[config.mk]
export PLATFORM = sky130hd
export DESIGN_NAME = ysyx_22050612_ifu_flat
export DESIGN_NICKNAME = d
export VERILOG_FILES = /design/src/rtl/ysyx_22050612_ifu_if.sv /design/src/rtl/ysyx_22050612_ifu.sv /design/src/flat_wrapper.sv
export SDC_FILE = /design/constraint.sdc
export NUM_CORES = 1
export LEC_CHECK = 0
export BUFFER_PORTS_ARGS = -buffer_cell sky130_fd_sc_hd__clkbuf_2
export CORE_MARGIN = 2
export CORE_UTILIZATION = 40
export DETAILED_ROUTE_END_ITERATION = 16
export PLACE_DENSITY_LB_ADDON = 0.2
export SYNTH_ARGS = -nofsm -noshare
export SYNTH_HDL_FRONTEND = slang
export SYNTH_SLANG_ARGS = --single-unit
export TNS_END_PERCENT = 10
[constraint.sdc]
create_clock -name clk -period 2 [get_ports clk]
set_input_delay 0.4 -clock clk [delete_from_list [all_inputs] [get_ports clk]]
set_output_delay 0.4 -clock clk [all_outputs]
set_load 0.02 [all_outputs]
[src/rtl/ysyx_22050612_ifu_if.sv]
// Fetch-side bus of the IFU: instruction-memory request/response plus the
// instruction hand-off to decode. master = IFU, slave = memory/decode side.
interface ysyx_22050612_ifu_if;
  logic        imem_req_valid;
  logic [63:0] imem_req_addr;
  logic        imem_req_ready;
  logic        imem_resp_valid;
  logic [31:0] imem_resp_data;
  logic        inst_valid;
  logic        inst_ready;
  logic [31:0] inst;
  logic [63:0] inst_pc;

  modport master (
    output imem_req_valid, imem_req_addr,
    input  imem_req_ready, imem_resp_valid, imem_resp_data,
    output inst_valid, inst, inst_pc,
    input  inst_ready
  );

  modport slave (
    input  imem_req_valid, imem_req_addr,
    output imem_req_ready, imem_resp_valid, imem_resp_data,
    input  inst_valid, inst, inst_pc,
    output inst_ready
  );
endinterface

[src/rtl/ysyx_22050612_ifu.sv]
// Instruction fetch unit: owns the PC, keeps one fetch outstanding and hands
// each fetched word to decode; supports redirects from execute and halt.
module ysyx_22050612_ifu #(
  parameter logic [63:0] RESET_PC = 64'h0000_0000_8000_0000
) (
  input  logic                       clk,
  input  logic                       rst,
  ysyx_22050612_ifu_if.master        bus,
  input  logic                       redirect_valid,
  input  logic [63:0]                redirect_pc,
  input  logic                       halt,
  output logic [63:0]                fetch_cnt
);

  typedef enum logic [2:0] {IDLE, REQ, WAIT, HOLD, HALT} state_t;

  state_t      state_reg, state_next;
  logic [63:0] pc_reg, pc_next;
  logic        drop_reg, drop_next;
  logic [31:0] inst_reg, inst_next;
  logic [63:0] inst_pc_reg, inst_pc_next;
  logic [63:0] fetch_cnt_reg, fetch_cnt_next;
  logic [63:0] target;

  assign target = redirect_pc & ~64'h3;

  always_ff @(posedge clk) begin
    if (rst) begin
      state_reg     <= IDLE;
      pc_reg        <= RESET_PC;
      drop_reg      <= 1'b0;
      inst_reg      <= 32'h0;
      inst_pc_reg   <= 64'h0;
      fetch_cnt_reg <= 64'h0;
    end else begin
      state_reg     <= state_next;
      pc_reg        <= pc_next;
      drop_reg      <= drop_next;
      inst_reg      <= inst_next;
      inst_pc_reg   <= inst_pc_next;
      fetch_cnt_reg <= fetch_cnt_next;
    end
  end

  always_comb begin
    state_next     = state_reg;
    pc_next        = pc_reg;
    drop_next      = drop_reg;
    inst_next      = inst_reg;
    inst_pc_next   = inst_pc_reg;
    fetch_cnt_next = fetch_cnt_reg;
    case (state_reg)
      IDLE: begin
        if (halt) begin
          state_next = HALT;
        end else begin
          state_next = REQ;
          if (redirect_valid) pc_next = target;
        end
      end
      REQ: begin
        if (halt) begin
          state_next = HALT;
        end else begin
          if (bus.imem_req_ready) state_next = WAIT;
          if (redirect_valid) begin
            pc_next = target;
            // the request already in flight fetched the stale PC
            if (bus.imem_req_ready) drop_next = 1'b1;
          end
        end
      end
      WAIT: begin
        if (bus.imem_resp_valid) begin
          if (drop_reg || redirect_valid) begin
            drop_next  = 1'b0;
            state_next = REQ;
          end else begin
            inst_next    = bus.imem_resp_data;
            inst_pc_next = pc_reg;
            state_next   = HOLD;
          end
          if (redirect_valid) pc_next = target;
        end else if (redirect_valid) begin
          pc_next   = target;
          drop_next = 1'b1;
        end
      end
      HOLD: begin
        if (bus.inst_ready) fetch_cnt_next = fetch_cnt_reg + 64'd1;
        if (redirect_valid)      pc_next = target;
        else if (bus.inst_ready) pc_next = pc_reg + 64'd4;
        // a redirect without acceptance squashes the held instruction
        if (bus.inst_ready || redirect_valid) state_next = REQ;
      end
      HALT: begin
        state_next = HALT;
      end
      default: begin
        state_next = IDLE;
      end
    endcase
  end

  // halt suppresses a request combinationally in the same cycle
  assign bus.imem_req_valid = (state_reg == REQ) && !halt;
  assign bus.imem_req_addr  = (state_reg == HALT) ? 64'h0 : pc_reg;
  assign bus.inst_valid     = (state_reg == HOLD);
  assign bus.inst           = (state_reg == HALT) ? 32'h0 : inst_reg;
  assign bus.inst_pc        = (state_reg == HALT) ? 64'h0 : inst_pc_reg;
  assign fetch_cnt          = fetch_cnt_reg;

endmodule

[src/flat_wrapper.sv]
// flat-port wrapper written by rule: the top's interface ports become plain ports
module ysyx_22050612_ifu_flat 
#(
  parameter logic [63:0] RESET_PC = 64'h0000_0000_8000_0000
)
  (clk, rst, redirect_valid, redirect_pc, halt, fetch_cnt, bus_imem_req_valid, bus_imem_req_addr, bus_imem_req_ready, bus_imem_resp_valid, bus_imem_resp_data, bus_inst_valid, bus_inst, bus_inst_pc, bus_inst_ready);
  ysyx_22050612_ifu_if bus_i ();
  input  logic clk;
  input  logic rst;
  input  logic redirect_valid;
  input  logic [63:0] redirect_pc;
  input  logic halt;
  output logic [63:0] fetch_cnt;
  output wire logic [$bits(bus_i.imem_req_valid)-1:0] bus_imem_req_valid;
  output wire logic [$bits(bus_i.imem_req_addr)-1:0] bus_imem_req_addr;
  input wire logic [$bits(bus_i.imem_req_ready)-1:0] bus_imem_req_ready;
  input wire logic [$bits(bus_i.imem_resp_valid)-1:0] bus_imem_resp_valid;
  input wire logic [$bits(bus_i.imem_resp_data)-1:0] bus_imem_resp_data;
  output wire logic [$bits(bus_i.inst_valid)-1:0] bus_inst_valid;
  output wire logic [$bits(bus_i.inst)-1:0] bus_inst;
  output wire logic [$bits(bus_i.inst_pc)-1:0] bus_inst_pc;
  input wire logic [$bits(bus_i.inst_ready)-1:0] bus_inst_ready;
  assign bus_imem_req_valid = bus_i.imem_req_valid;
  assign bus_imem_req_addr = bus_i.imem_req_addr;
  assign bus_i.imem_req_ready = bus_imem_req_ready;
  assign bus_i.imem_resp_valid = bus_imem_resp_valid;
  assign bus_i.imem_resp_data = bus_imem_resp_data;
  assign bus_inst_valid = bus_i.inst_valid;
  assign bus_inst = bus_i.inst;
  assign bus_inst_pc = bus_i.inst_pc;
  assign bus_i.inst_ready = bus_inst_ready;
  ysyx_22050612_ifu #(.RESET_PC(RESET_PC)) u_core (.clk(clk), .rst(rst), .bus(bus_i), .redirect_valid(redirect_valid), .redirect_pc(redirect_pc), .halt(halt), .fetch_cnt(fetch_cnt));
endmodule
==> results of run 1 <==
[through the flow]
stage                     area (µm²)  hold WS, ns  power [µW]  setup WS [ns]
after floorplan                11900        0.432        5280        -0.0796
after global placement         15200        0.437        5830         -0.102
after detailed placement       15200        0.442        5840         -0.142
after CTS                      16900       0.0579       11500         -0.279
after global routing           17400       0.0722       11900         -0.345
final                          17400       0.0720       11600         -0.276
[Yosys cell counts, types with 28 or more instances]
master    number  area [µm²]
nand2_1      277        1040
nor2_1        93         349
nor2b_1      150         938
o21ai_0       44         220
and3_1        28         175
dfxtp_1      224        4480
nand4_1       53         332
nor3_1        29         145
nand3_1       79         395
or4_1         37         278
a21oi_1      178         891
clkbuf_1     104         390
[worst min-delay path, cell delays in order]
cell and delay (ns):
clkbuf_2 0.08, nand2_1 0.04, a21oi_1 0.05
[timing repair]
item / 4_1_cts / 5_1_grt
cloned: 6 / 5
gates resized for setup: 132 / 176
setup buffers: 9 / 2
setup endpoints to repair: 181 / 260
pin swaps: 19 / 27
[worst paths after layout]
check / start / to / slack (ns)
worst min register to register: u_core.inst_reg[21] / u_core.inst_reg[21] / 0.45
worst max register to register: u_core.state_reg[2] / u_core.fetch_cnt[26] / -0.14
worst max-delay path: u_core.state_reg[2] / bus_inst_pc[41] / -0.28
worst min-delay path: bus_imem_resp_data[8] / u_core.inst_reg[8] / 0.07
[kinds of logic (layout without fill, tap and decap cells)]
group | Yosys count | in the layout
AND/OR/NAND/NOR | 836 | 836
AO/OA/AOI/OAI | 351 | 351
flip-flops | 224 | 224
buffers and inverters | 149 | 611
XOR/XNOR | 26 | 26
adder cells (fa/ha/maj) | 2 | 2
multiplexers | 2 | 2
other | 1 | 6
[layer usage]
| layer | vias up | share of wire, % |
|---|---|---|
| met5 | - | 0.030 |
| met4 | 2 | 3.1 |
| met3 | 83 | 7.2 |
| met2 | 474 | 48 |
| met1 | 6359 | 42 |
| li1 | 6537 | - |
[power groups by stage]
| stage | Combinational [µW] | Clock (µW) | Sequential (µW) |
|---|---|---|---|
| 3_5_place_dp | 1140 | 0 | 4700 |
| 4_1_cts | 1330 | 5620 | 4600 |
| 2_1_floorplan | 576 | 0 | 4700 |
| 5_1_grt | 1520 | 5800 | 4610 |
| 3_3_place_gp | 1130 | 0 | 4700 |
| 6_report | 1430 | 5530 | 4610 |
[area by class of cell]
type | instances | area share, %
Clock inverter | 14 | 1.14
Clock buffer | 38 | 4.71
Antenna cell | 2 | 0.0288
Sequential cell | 224 | 26.0
Multi-Input combinational cell | 1221 | 41.3
Tap cell | 384 | 2.76
Timing Repair Buffer | 540 | 23.7
Inverter | 19 | 0.410
==> reports/results.ini, run 1 <==
[run_status]
status=finished, violations left
violations=setup timing

[worst_setup_path]
crit_fanout=6
cp_num_cells=8
cp_top_family=buffers and inverters
cp.required_ns=1.60
slowest_delay_ns=0.32
arrival_ns=1.88
cpMaxStageDelayCell=dfxtp_2
reg2reg_depth=7
path_cells=buf_6 > nand2b_4 > nor2_4 > buf_8 > buf_12 > clkbuf_16 > nor2b_1 > clkbuf_2
critPathLaunchType=flip-flop
path_class=reg2out
cp-end-kind=output pin
path_buf_inv=5

[synthesis]
muxShareOfSynthArea_pct=0.180
yosys_warnings=0
synth_top_family_by_area=simple AND/OR/NAND/NOR gates
ys_seq_area_share_pct=37.9
synthCells=1591
synth_area_um2=11800
ys_types=69
synth_fa_ha_area_share_pct=0.212
synthXorXnorAreaFrac_pct=1.93
synth.avg_cell_area_um2=7.43
synth-simple-area-share_pct=36.9
synth_edf_count=0
ys.flop_type=dfxtp_1
ys_ff_latch=224
synth_compound_area_share_pct=17.8
async_flop_share_pct=0

[timing]
maxSlewHeadroom_pct=58.4
rsz0062_at_grt=true
finalSetupViolations=178
max_freq_mhz=439
skew_ns=0.0123
worst_pin_slew_ns=0.625
finalMaxSlewViolations=0
finalHoldViolations=0
fin_crit_ns=2.28
fin_ws_ns=-0.276
period_share_pct=114
tns_ns=-33.01

[grt]
grt_pass1_vias=12698
grt.total_usage_pct=26.8
antenna_found_initial=3
grt_pass1_wl_um=67400
grt_use_met1_pct=34.5
grt_use_met3_pct=5.58
grt_max_degree=61
grt-busiest-layer=met2
met2_usage_pct=44.9
gr-total-overflow=0

[routing]
wirelength_um=43600
drcViolationCount=0
postRouteAntennaNets=0
vias=13455
post_drt_via_cell_ratio=5.51
drt_iter0_markers=902
drt-wirelength-per-cell_um=17.9
dr.pass1.iters=5

[cells_and_area]
drive_gt1_share_pct=33.9
fillers=2605
seq_area_um2=4520
syn2layout_area_growth_pct=47.1
nets=2139
multi_input_area_um2=7180
largest_reg_flops=64
post-route-util_pct=60.1
final_cells=2442
final_cell_mix=273 x nand2_1, 223 x clkbuf_2, 215 x buf_4, 201 x dfxtp_1, 173 x a21oi_1
final_common_cell=nand2_1

[power]
seq_power_share_pct=39.8
max-vdd-ir-drop_mv=0.502
switching_share_pct=24.9
pwr-share-comb_pct=12.4
intPower_uw=8690
power.share.clock_pct=47.8
p_leak_uw=0.00714
powerDensity_nw_per_um2=665
p_sw_uw=2880

[clock_network]
clk_latency_ns=0.55
clock_path_buffers=3
clk_pin_slew_ns=0.06
h-tree-depth=1
cts_buffers=28
cts-root-buf=clkbuf_16
clkSinkCount=224
hold_buffers=0
tritoncts=built

[floorplanning]
ios=329
num_rows=62
die_h_um=176
fp.dieW_um=176
initial_core_util_pct=40.9
coreArea_um2=28900
die_area_um2=31000

[placement]
place_inst=2366
io_buffers=322
dpl.hpwl_um=29700
gp_congestion=0.904

[hold_path]
hold_depth=3
holdCritPathClass=in2reg

[run]
cap_violations=0

(Power assumes the default switching activity.)
==> inputs of run 2 (changes only) <==
--- a/config.mk
+++ b/config.mk
@@ -9,7 +9,8 @@
 export CORE_MARGIN = 2
 export CORE_UTILIZATION = 40
 export DETAILED_ROUTE_END_ITERATION = 16
-export PLACE_DENSITY_LB_ADDON = 0.2
+export MAX_ROUTING_LAYER = met4
+export PLACE_DENSITY = 0.72
 export SYNTH_ARGS = -nofsm -noshare
 export SYNTH_HDL_FRONTEND = slang
 export SYNTH_SLANG_ARGS = --single-unit
==> run 2 against run 1 <==
  * The flow still finishes with violations (setup timing)
  * Clock skew is 0.0012 ns lower
  * Via count is 1.2% higher
  * Core utilization shrank 0.98 points
  * Non-clock buffer count decreased by 13
  * Flip-flop and latch count unchanged
  * Clock power is 7.1% lower
  * Cell area shrank 1.6%
  * First-iteration DRC count grew 21%
  * Worst hold slack better by 0.0064 ns
  * Critical endpoint is now bus_inst_pc[8]
  * Largest cell class unchanged
  * Largest power group unchanged
  * Highest routed layer is now met4
==> reports/results.ini, run 2 (synthesis gave the netlist of run 1 again) <==
[run_status]
status=finished, violations left
violations=setup timing

[cells_and_area]
fillers=2523  ; -3.1%
drive_gt1_share_pct=33.7  ; -0.14 points
final_cells=2430  ; -0.49%
final_common_cell=nand2_1
largest_reg_flops=64  ; unchanged
seq_area_um2=4520  ; about the same
multi_input_area_um2=7200  ; +0.30%
finish.instance_area_um2=17100  ; -1.6%
nets=2125  ; -0.65%
syn2layout_area_growth_pct=44.7
post-route-util_pct=59.2  ; -0.98 points
final_cell_mix=275 x nand2_1, 225 x buf_4, 210 x clkbuf_2, 202 x dfxtp_1, 164 x a21oi_1

[placement]
place_inst=2360  ; -0.25%
place_area_um2=15100  ; -0.46%
dpl.hpwl_um=30200  ; +1.8%
io_buffers=322  ; unchanged
gp_congestion=0.914  ; +1.1%

[run]
cap_violations=0  ; unchanged

[clock_network]
cts-root-buf=clkbuf_16
clock_path_buffers=3  ; unchanged
clk_latency_ns=0.54  ; about the same
tritoncts=built
clkSinkCount=224  ; unchanged
clk_pin_slew_ns=0.06  ; about the same
h-tree-depth=1  ; unchanged
cts_buffers=27  ; -3.6%

[power]
powerDensity_nw_per_um2=650  ; -2.2%
seq_power_share_pct=41.4  ; +1.6 points
p_sw_uw=2860  ; -0.54%
p_leak_uw=0.00700  ; -1.8%
switching_share_pct=25.7  ; +0.85 points
max-vdd-ir-drop_mv=0.661  ; +32%
power.share.clock_pct=46.2  ; -1.6 points
pwr-share-comb_pct=12.4  ; about the same
intPower_uw=8260  ; -4.9%

[worst_setup_path]
slowest_delay_ns=0.34  ; +0.02 ns
cp_num_cells=9  ; +1
path_common_cell=buf_12
arrival_ns=1.98  ; +0.10 ns
cp.required_ns=1.60  ; about the same
cp-end-kind=output pin
reg2reg_depth=6  ; -1
cp_top_family=buffers and inverters
path_class=reg2out
crit_end=bus_inst_pc[8]
cpMaxStageDelayCell=dfxtp_2
path_cells=buf_6 > nand2b_4 > nor2_4 > buf_12 > buf_16 > buf_12 > buf_8 > nor2b_2 > clkbuf_8
path_buf_inv=6  ; +1
worstSetupStartpoint=u_core.state_reg[0]
critPathLaunchType=flip-flop
r2r_slack_ns=-0.19  ; -0.05 ns
timing.rr.start=u_core.state_reg[2]
r2r_end=u_core.fetch_cnt[58]
crit_fanout=7  ; +1

[grt]
gr-total-overflow=0  ; unchanged
grt_pass1_vias=12849  ; +1.2%
grt_max_degree=95  ; +56%
grt_pass1_wl_um=66500  ; -1.2%
grt.total_usage_pct=27.2  ; +0.42 points
antenna_found_initial=5  ; +2

[routing]
vias=13617  ; +1.2%
wirelength_um=43700  ; about the same
dr.pass1.iters=5  ; unchanged
drcViolationCount=0  ; unchanged
drt-wirelength-per-cell_um=18.0  ; +0.58%
post_drt_via_cell_ratio=5.60  ; +1.7%
drt_iter0_markers=1093  ; +21%
postRouteAntennaNets=0  ; unchanged

[timing]
worst_pin_slew_ns=0.679  ; +0.0545 ns
finalMaxSlewViolations=0  ; unchanged
fin_crit_ns=2.38  ; +0.107 ns
rsz0062_at_grt=true
timing.hold.ws_ns=0.0785  ; +0.00643 ns
period_share_pct=119  ; +5.4 points
maxSlewHeadroom_pct=54.7  ; -3.7 points
finalHoldViolations=0  ; unchanged
fin_ws_ns=-0.383  ; -0.107 ns
finalSetupViolations=182  ; +2.2%
max_freq_mhz=420  ; -4.5%
skew_ns=0.0111  ; -0.00124 ns

[floorplanning]
fp.dieW_um=176  ; unchanged
initial_core_util_pct=40.9  ; unchanged
die_area_um2=31000  ; unchanged
num_rows=62  ; unchanged
ios=329  ; unchanged
coreArea_um2=28900  ; unchanged
die_h_um=176  ; unchanged

[hold_path]
min_from=bus_imem_resp_data[21]
holdCritPathClass=in2reg

==> run 2: cell types whose count changed in the layout (fill, tap and decap cells not counted), moves of 4 or more <==
cell / delta
nor4_2: +5
clkbuf_4: -11
nor2b_1: +9
clkinv_2: -4
buf_2: +13
nor2b_4: -7
nor4_1: -5
buf_4: +10
buf_6: +4
clkbuf_8: -12
a21oi_1: -9
a21oi_2: +9
clkbuf_2: -13
==> run 2: area by class of cell <==
cell class | instances | share of cell area, %
clock inverter | 11 | 0.694
sequential | 224 | 26.4
tap | 384 | 2.81
antenna | 5 | 0.0731
clock buffer | 39 | 4.81
timing repair buffer | 527 | 22.7
multi-input combinational | 1221 | 42.1
inverter | 19 | 0.417
==> run 2: worst min path at each step <==
| stage | cells after the start | end | slack (ns) |
|---|---|---|---|
| finish | 3 | u_core.inst_reg[21] | 0.08 |
| detailed placement | 2 | u_core.inst_reg[11] | 0.44 |
| floorplan | 2 | u_core.inst_pc_reg[10] | 0.43 |
| CTS | 3 | u_core.inst_reg[21] | 0.07 |
| global route | 3 | u_core.inst_reg[27] | 0.08 |
| global placement | 2 | u_core.inst_reg[15] | 0.44 |
==> run 2: per-layer routing <==
metal | vias up | global-route usage, % | wire length, µm
met5 | - | - | 0
met4 | 0 | 12.1 | 1720
met3 | 107 | 5.96 | 3650
met2 | 592 | 43.0 | 20300
met1 | 6407 | 33.5 | 18000
li1 | 6511 | - | -
==> run 2: worst reg2reg max path, delay by kind of cell (launching register included) <==
family / cells / cell delay (ns)
and+or+nand+nor: 4 / 1.47
AOI/OAI and AO/OA: 1 / 0.18
DFF: 1 / 0.35
buffers and inverters: 1 / 0.13
==> run 2: power groups by stage <==
stage | clock network [µW] | logic, µW | registers [µW]
final | 5140 | 1380 | 4610
after global routing | 5400 | 1460 | 4610
after CTS | 5210 | 1300 | 4600
after detailed placement | 0 | 1130 | 4700
after global placement | 0 | 1120 | 4700
after floorplan | 0 | 576 | 4700
==> run 2: per-stage QoR <==
step	setup TNS [ns]	setup slack, ns	power, µW
2_1_floorplan	-1.01	-0.0796	5280
3_3_place_gp	-1.15	-0.125	5820
3_5_place_dp	-3.11	-0.230	5830
4_1_cts	-52.35	-0.382	11100
5_1_grt	-59.14	-0.419	11500
6_report	-43.07	-0.383	11100
==> run 2: repair_timing <==
item | in CTS | in global routing
hold buffers | 0 | 0
setup buffers | 9 | 3
cloned | 4 | 1
setup endpoints to repair | 187 | 256
pin swaps | 23 | 29
resized for setup | 90 | 253
==> inputs of run 3 (changes only) <==
--- a/config.mk
+++ b/config.mk
@@ -9,8 +9,11 @@
 export CORE_MARGIN = 2
 export CORE_UTILIZATION = 40
 export DETAILED_ROUTE_END_ITERATION = 16
+export GPL_ROUTABILITY_DRIVEN = 0
 export MAX_ROUTING_LAYER = met4
 export PLACE_DENSITY = 0.72
+export SETUP_SLACK_MARGIN = 0.1
+export SLEW_MARGIN = 30
 export SYNTH_ARGS = -nofsm -noshare
 export SYNTH_HDL_FRONTEND = slang
 export SYNTH_SLANG_ARGS = --single-unit
==> run 3 against run 2 <==
  * The run still ends with setup timing left
  * Sequential share of layout area hardly changed
  * Cell count fell by 0.58%
  * Clock power decreased by 4%
  * Total power fell by 1.3%
  * Via count increased by 0.32%
  * Fmax increased by 2.1%
  * Critical path type unchanged
  * Largest power group unchanged
  * Highest routed layer unchanged
==> reports/results.ini, run 3 (synthesis gave the netlist of run 1 again) <==
[routing]
dr.pass1.iters=7  ; +2
wirelength_um=43600  ; -0.20%
drt-wirelength-per-cell_um=18.0  ; +0.38%
postRouteAntennaNets=0  ; unchanged
drcViolationCount=0  ; unchanged
drt_iter0_markers=1357  ; +24%
vias=13660  ; +0.32%
post_drt_via_cell_ratio=5.65  ; +0.90%

[clock_network]
cts_buffers=27  ; unchanged
clkSinkCount=224  ; unchanged
clk_pin_slew_ns=0.06  ; about the same
clk_latency_ns=0.54  ; about the same
clock_path_buffers=3  ; unchanged
cts-root-buf=clkbuf_16
tritoncts=built
h-tree-depth=1  ; unchanged

[timing]
period_share_pct=117  ; -2.4 points
worst_pin_slew_ns=0.743  ; +0.0639 ns
maxSlewHeadroom_pct=50.4  ; -4.3 points
rsz0062_at_grt=true
skew_ns=0.0148  ; +0.00375 ns
finalSetupViolations=173  ; -4.9%
finalHoldViolations=0  ; unchanged
tns_ns=-40.59  ; +2.48 ns
finalMaxSlewViolations=0  ; unchanged
fin_ws_ns=-0.334  ; +0.0488 ns
max_freq_mhz=428  ; +2.1%
fin_crit_ns=2.33  ; -0.0488 ns

[cells_and_area]
final_common_cell=nand2_1
nets=2117  ; -0.38%
syn2layout_area_growth_pct=44.7  ; unchanged
drive_gt1_share_pct=33.7  ; -0.047 points
finish.instance_area_um2=17100  ; unchanged
final_cell_mix=273 x nand2_1, 242 x clkbuf_2, 196 x dfxtp_1, 180 x buf_4, 168 x a21oi_1
fillers=2548  ; +0.99%
post-route-util_pct=59.2  ; unchanged
largest_reg_flops=64  ; unchanged

[hold_path]
min_to=u_core.inst_reg[29]
hold_depth=3  ; unchanged
min_from=bus_imem_resp_data[29]
holdCritPathClass=in2reg

[power]
p_leak_uw=0.00699  ; -0.21%
max-vdd-ir-drop_mv=0.556  ; -16%
p_sw_uw=2830  ; -1.3%
pwr-share-comb_pct=13.0  ; +0.6 points
switching_share_pct=25.7  ; about the same
intPower_uw=8160  ; -1.3%
power.total_uw=11000  ; -1.3%
powerDensity_nw_per_um2=642  ; -1.3%
power.share.clock_pct=45.0  ; -1.2 points
seq_power_share_pct=42.0  ; +0.6 points

[grt]
antenna_found_initial=3  ; -2
grt_max_degree=119  ; +25%
grt.total_usage_pct=27.0  ; -0.26 points
grt_pass1_wl_um=66200  ; -0.41%
grt_pass1_vias=12576  ; -2.1%
gr-total-overflow=0  ; unchanged

[floorplanning]
initial_core_util_pct=40.9  ; unchanged
coreArea_um2=28900  ; unchanged
die_area_um2=31000  ; unchanged
num_rows=62  ; unchanged
fp.dieW_um=176  ; unchanged
die_h_um=176  ; unchanged
ios=329  ; unchanged

[placement]
dpl.hpwl_um=29700  ; -1.8%
dp_slack_ns=-0.138  ; +0.0921 ns
place_area_um2=15100  ; -0.20%
io_buffers=322  ; unchanged

[worst_setup_path]
r2r_end=u_core.pc_reg[51]
path_class=reg2out
r2r_slack_ns=-0.14  ; +0.05 ns
arrival_ns=1.93  ; -0.05 ns
reg2reg_depth=6  ; unchanged
critPathLaunchType=flip-flop
crit_fanout=10  ; +3
cp.required_ns=1.60  ; about the same
timing.rr.start=u_core.pc_reg[18]
cp-end-kind=output pin

[run_status]
status=finished, violations left
violations=setup timing

[run]
cap_violations=0  ; unchanged

-- run 3: cell count changes in the layout (fill, tap and decap cells not counted), moves of 7 or more --
cell,delta
buf_4,-45
buf_6,+10
buf_2,-8
nor2_4,+7
nor2b_1,+7
clkbuf_2,+32
-- run 3: metal layers --
layer	vias to the layer above	wire length, µm	track usage (%)
met4	0	1370	7.92
met1	6440	18000	33.6
li1	6490	-	-
met3	92	3770	5.60
met2	638	20500	44.2
met5	-	0	-
-- run 3: cell type report --
class,count,area (µm²),share of cell area (%)
inverter,19,71.3,0.417
clock buffer,40,795,4.64
tap,384,480,2.81
sequential,224,4530,26.4
clock inverter,6,80.1,0.468
antenna,3,7.51,0.0438
multi-input combinational,1221,7250,42.4
timing repair buffer,519,3910,22.8
-- run 3: stage by stage --
stage / hold WS [ns] / std cells
4_1_cts: 0.0687 / 2405
3_5_place_dp: 0.442 / 2347
2_1_floorplan: 0.432 / 1594
5_1_grt: 0.0761 / 2416
3_3_place_gp: 0.437 / 2347
6_report: 0.0785 / 2416
-- run 3: worst max-delay path by stage --
| stage | start | end | depth (start not counted) |
|---|---|---|---|
| 2_1_floorplan | u_core.pc_reg[11] | u_core.pc_reg[63] | 7 |
| 3_3_place_gp | u_core.pc_reg[46] | u_core.pc_reg[51] | 5 |
| 3_5_place_dp | u_core.pc_reg[3] | u_core.pc_reg[51] | 7 |
| 4_1_cts | u_core.state_reg[0] | bus_inst_pc[30] | 8 |
| 5_1_grt | u_core.state_reg[0] | bus_imem_req_addr[22] | 8 |
| 6_report | u_core.state_reg[0] | bus_imem_req_addr[23] | 8 |
-- run 3: what timing repair did --
item                                    CTS  global route
gates resized for setup                  89           215
pin swaps                                44            57
hold endpoints to repair                  0             0
hold buffers                              0             0
setup buffers                             8             2
endpoints found under the setup margin  213           336
gates cloned                              4             6
-- run 3: critical path, stage by stage, from the launching register on --
cell and delay (ns):
dfxtp_2 0.33, buf_6 0.09, nand2b_4 0.12, nor2_4 0.04
buf_12 0.15, buf_16 0.15, clkbuf_16 0.16, nor2b_1 0.14
clkbuf_2 0.19
-- run 3: power groups by stage --
stage | Clock [µW] | Combinational [µW] | Sequential [µW]
final | 4940 | 1430 | 4610
after detailed placement | 0 | 1130 | 4700
after CTS | 4980 | 1270 | 4610
after floorplan | 0 | 576 | 4700
after global placement | 0 | 1120 | 4700
after global routing | 5170 | 1510 | 4620
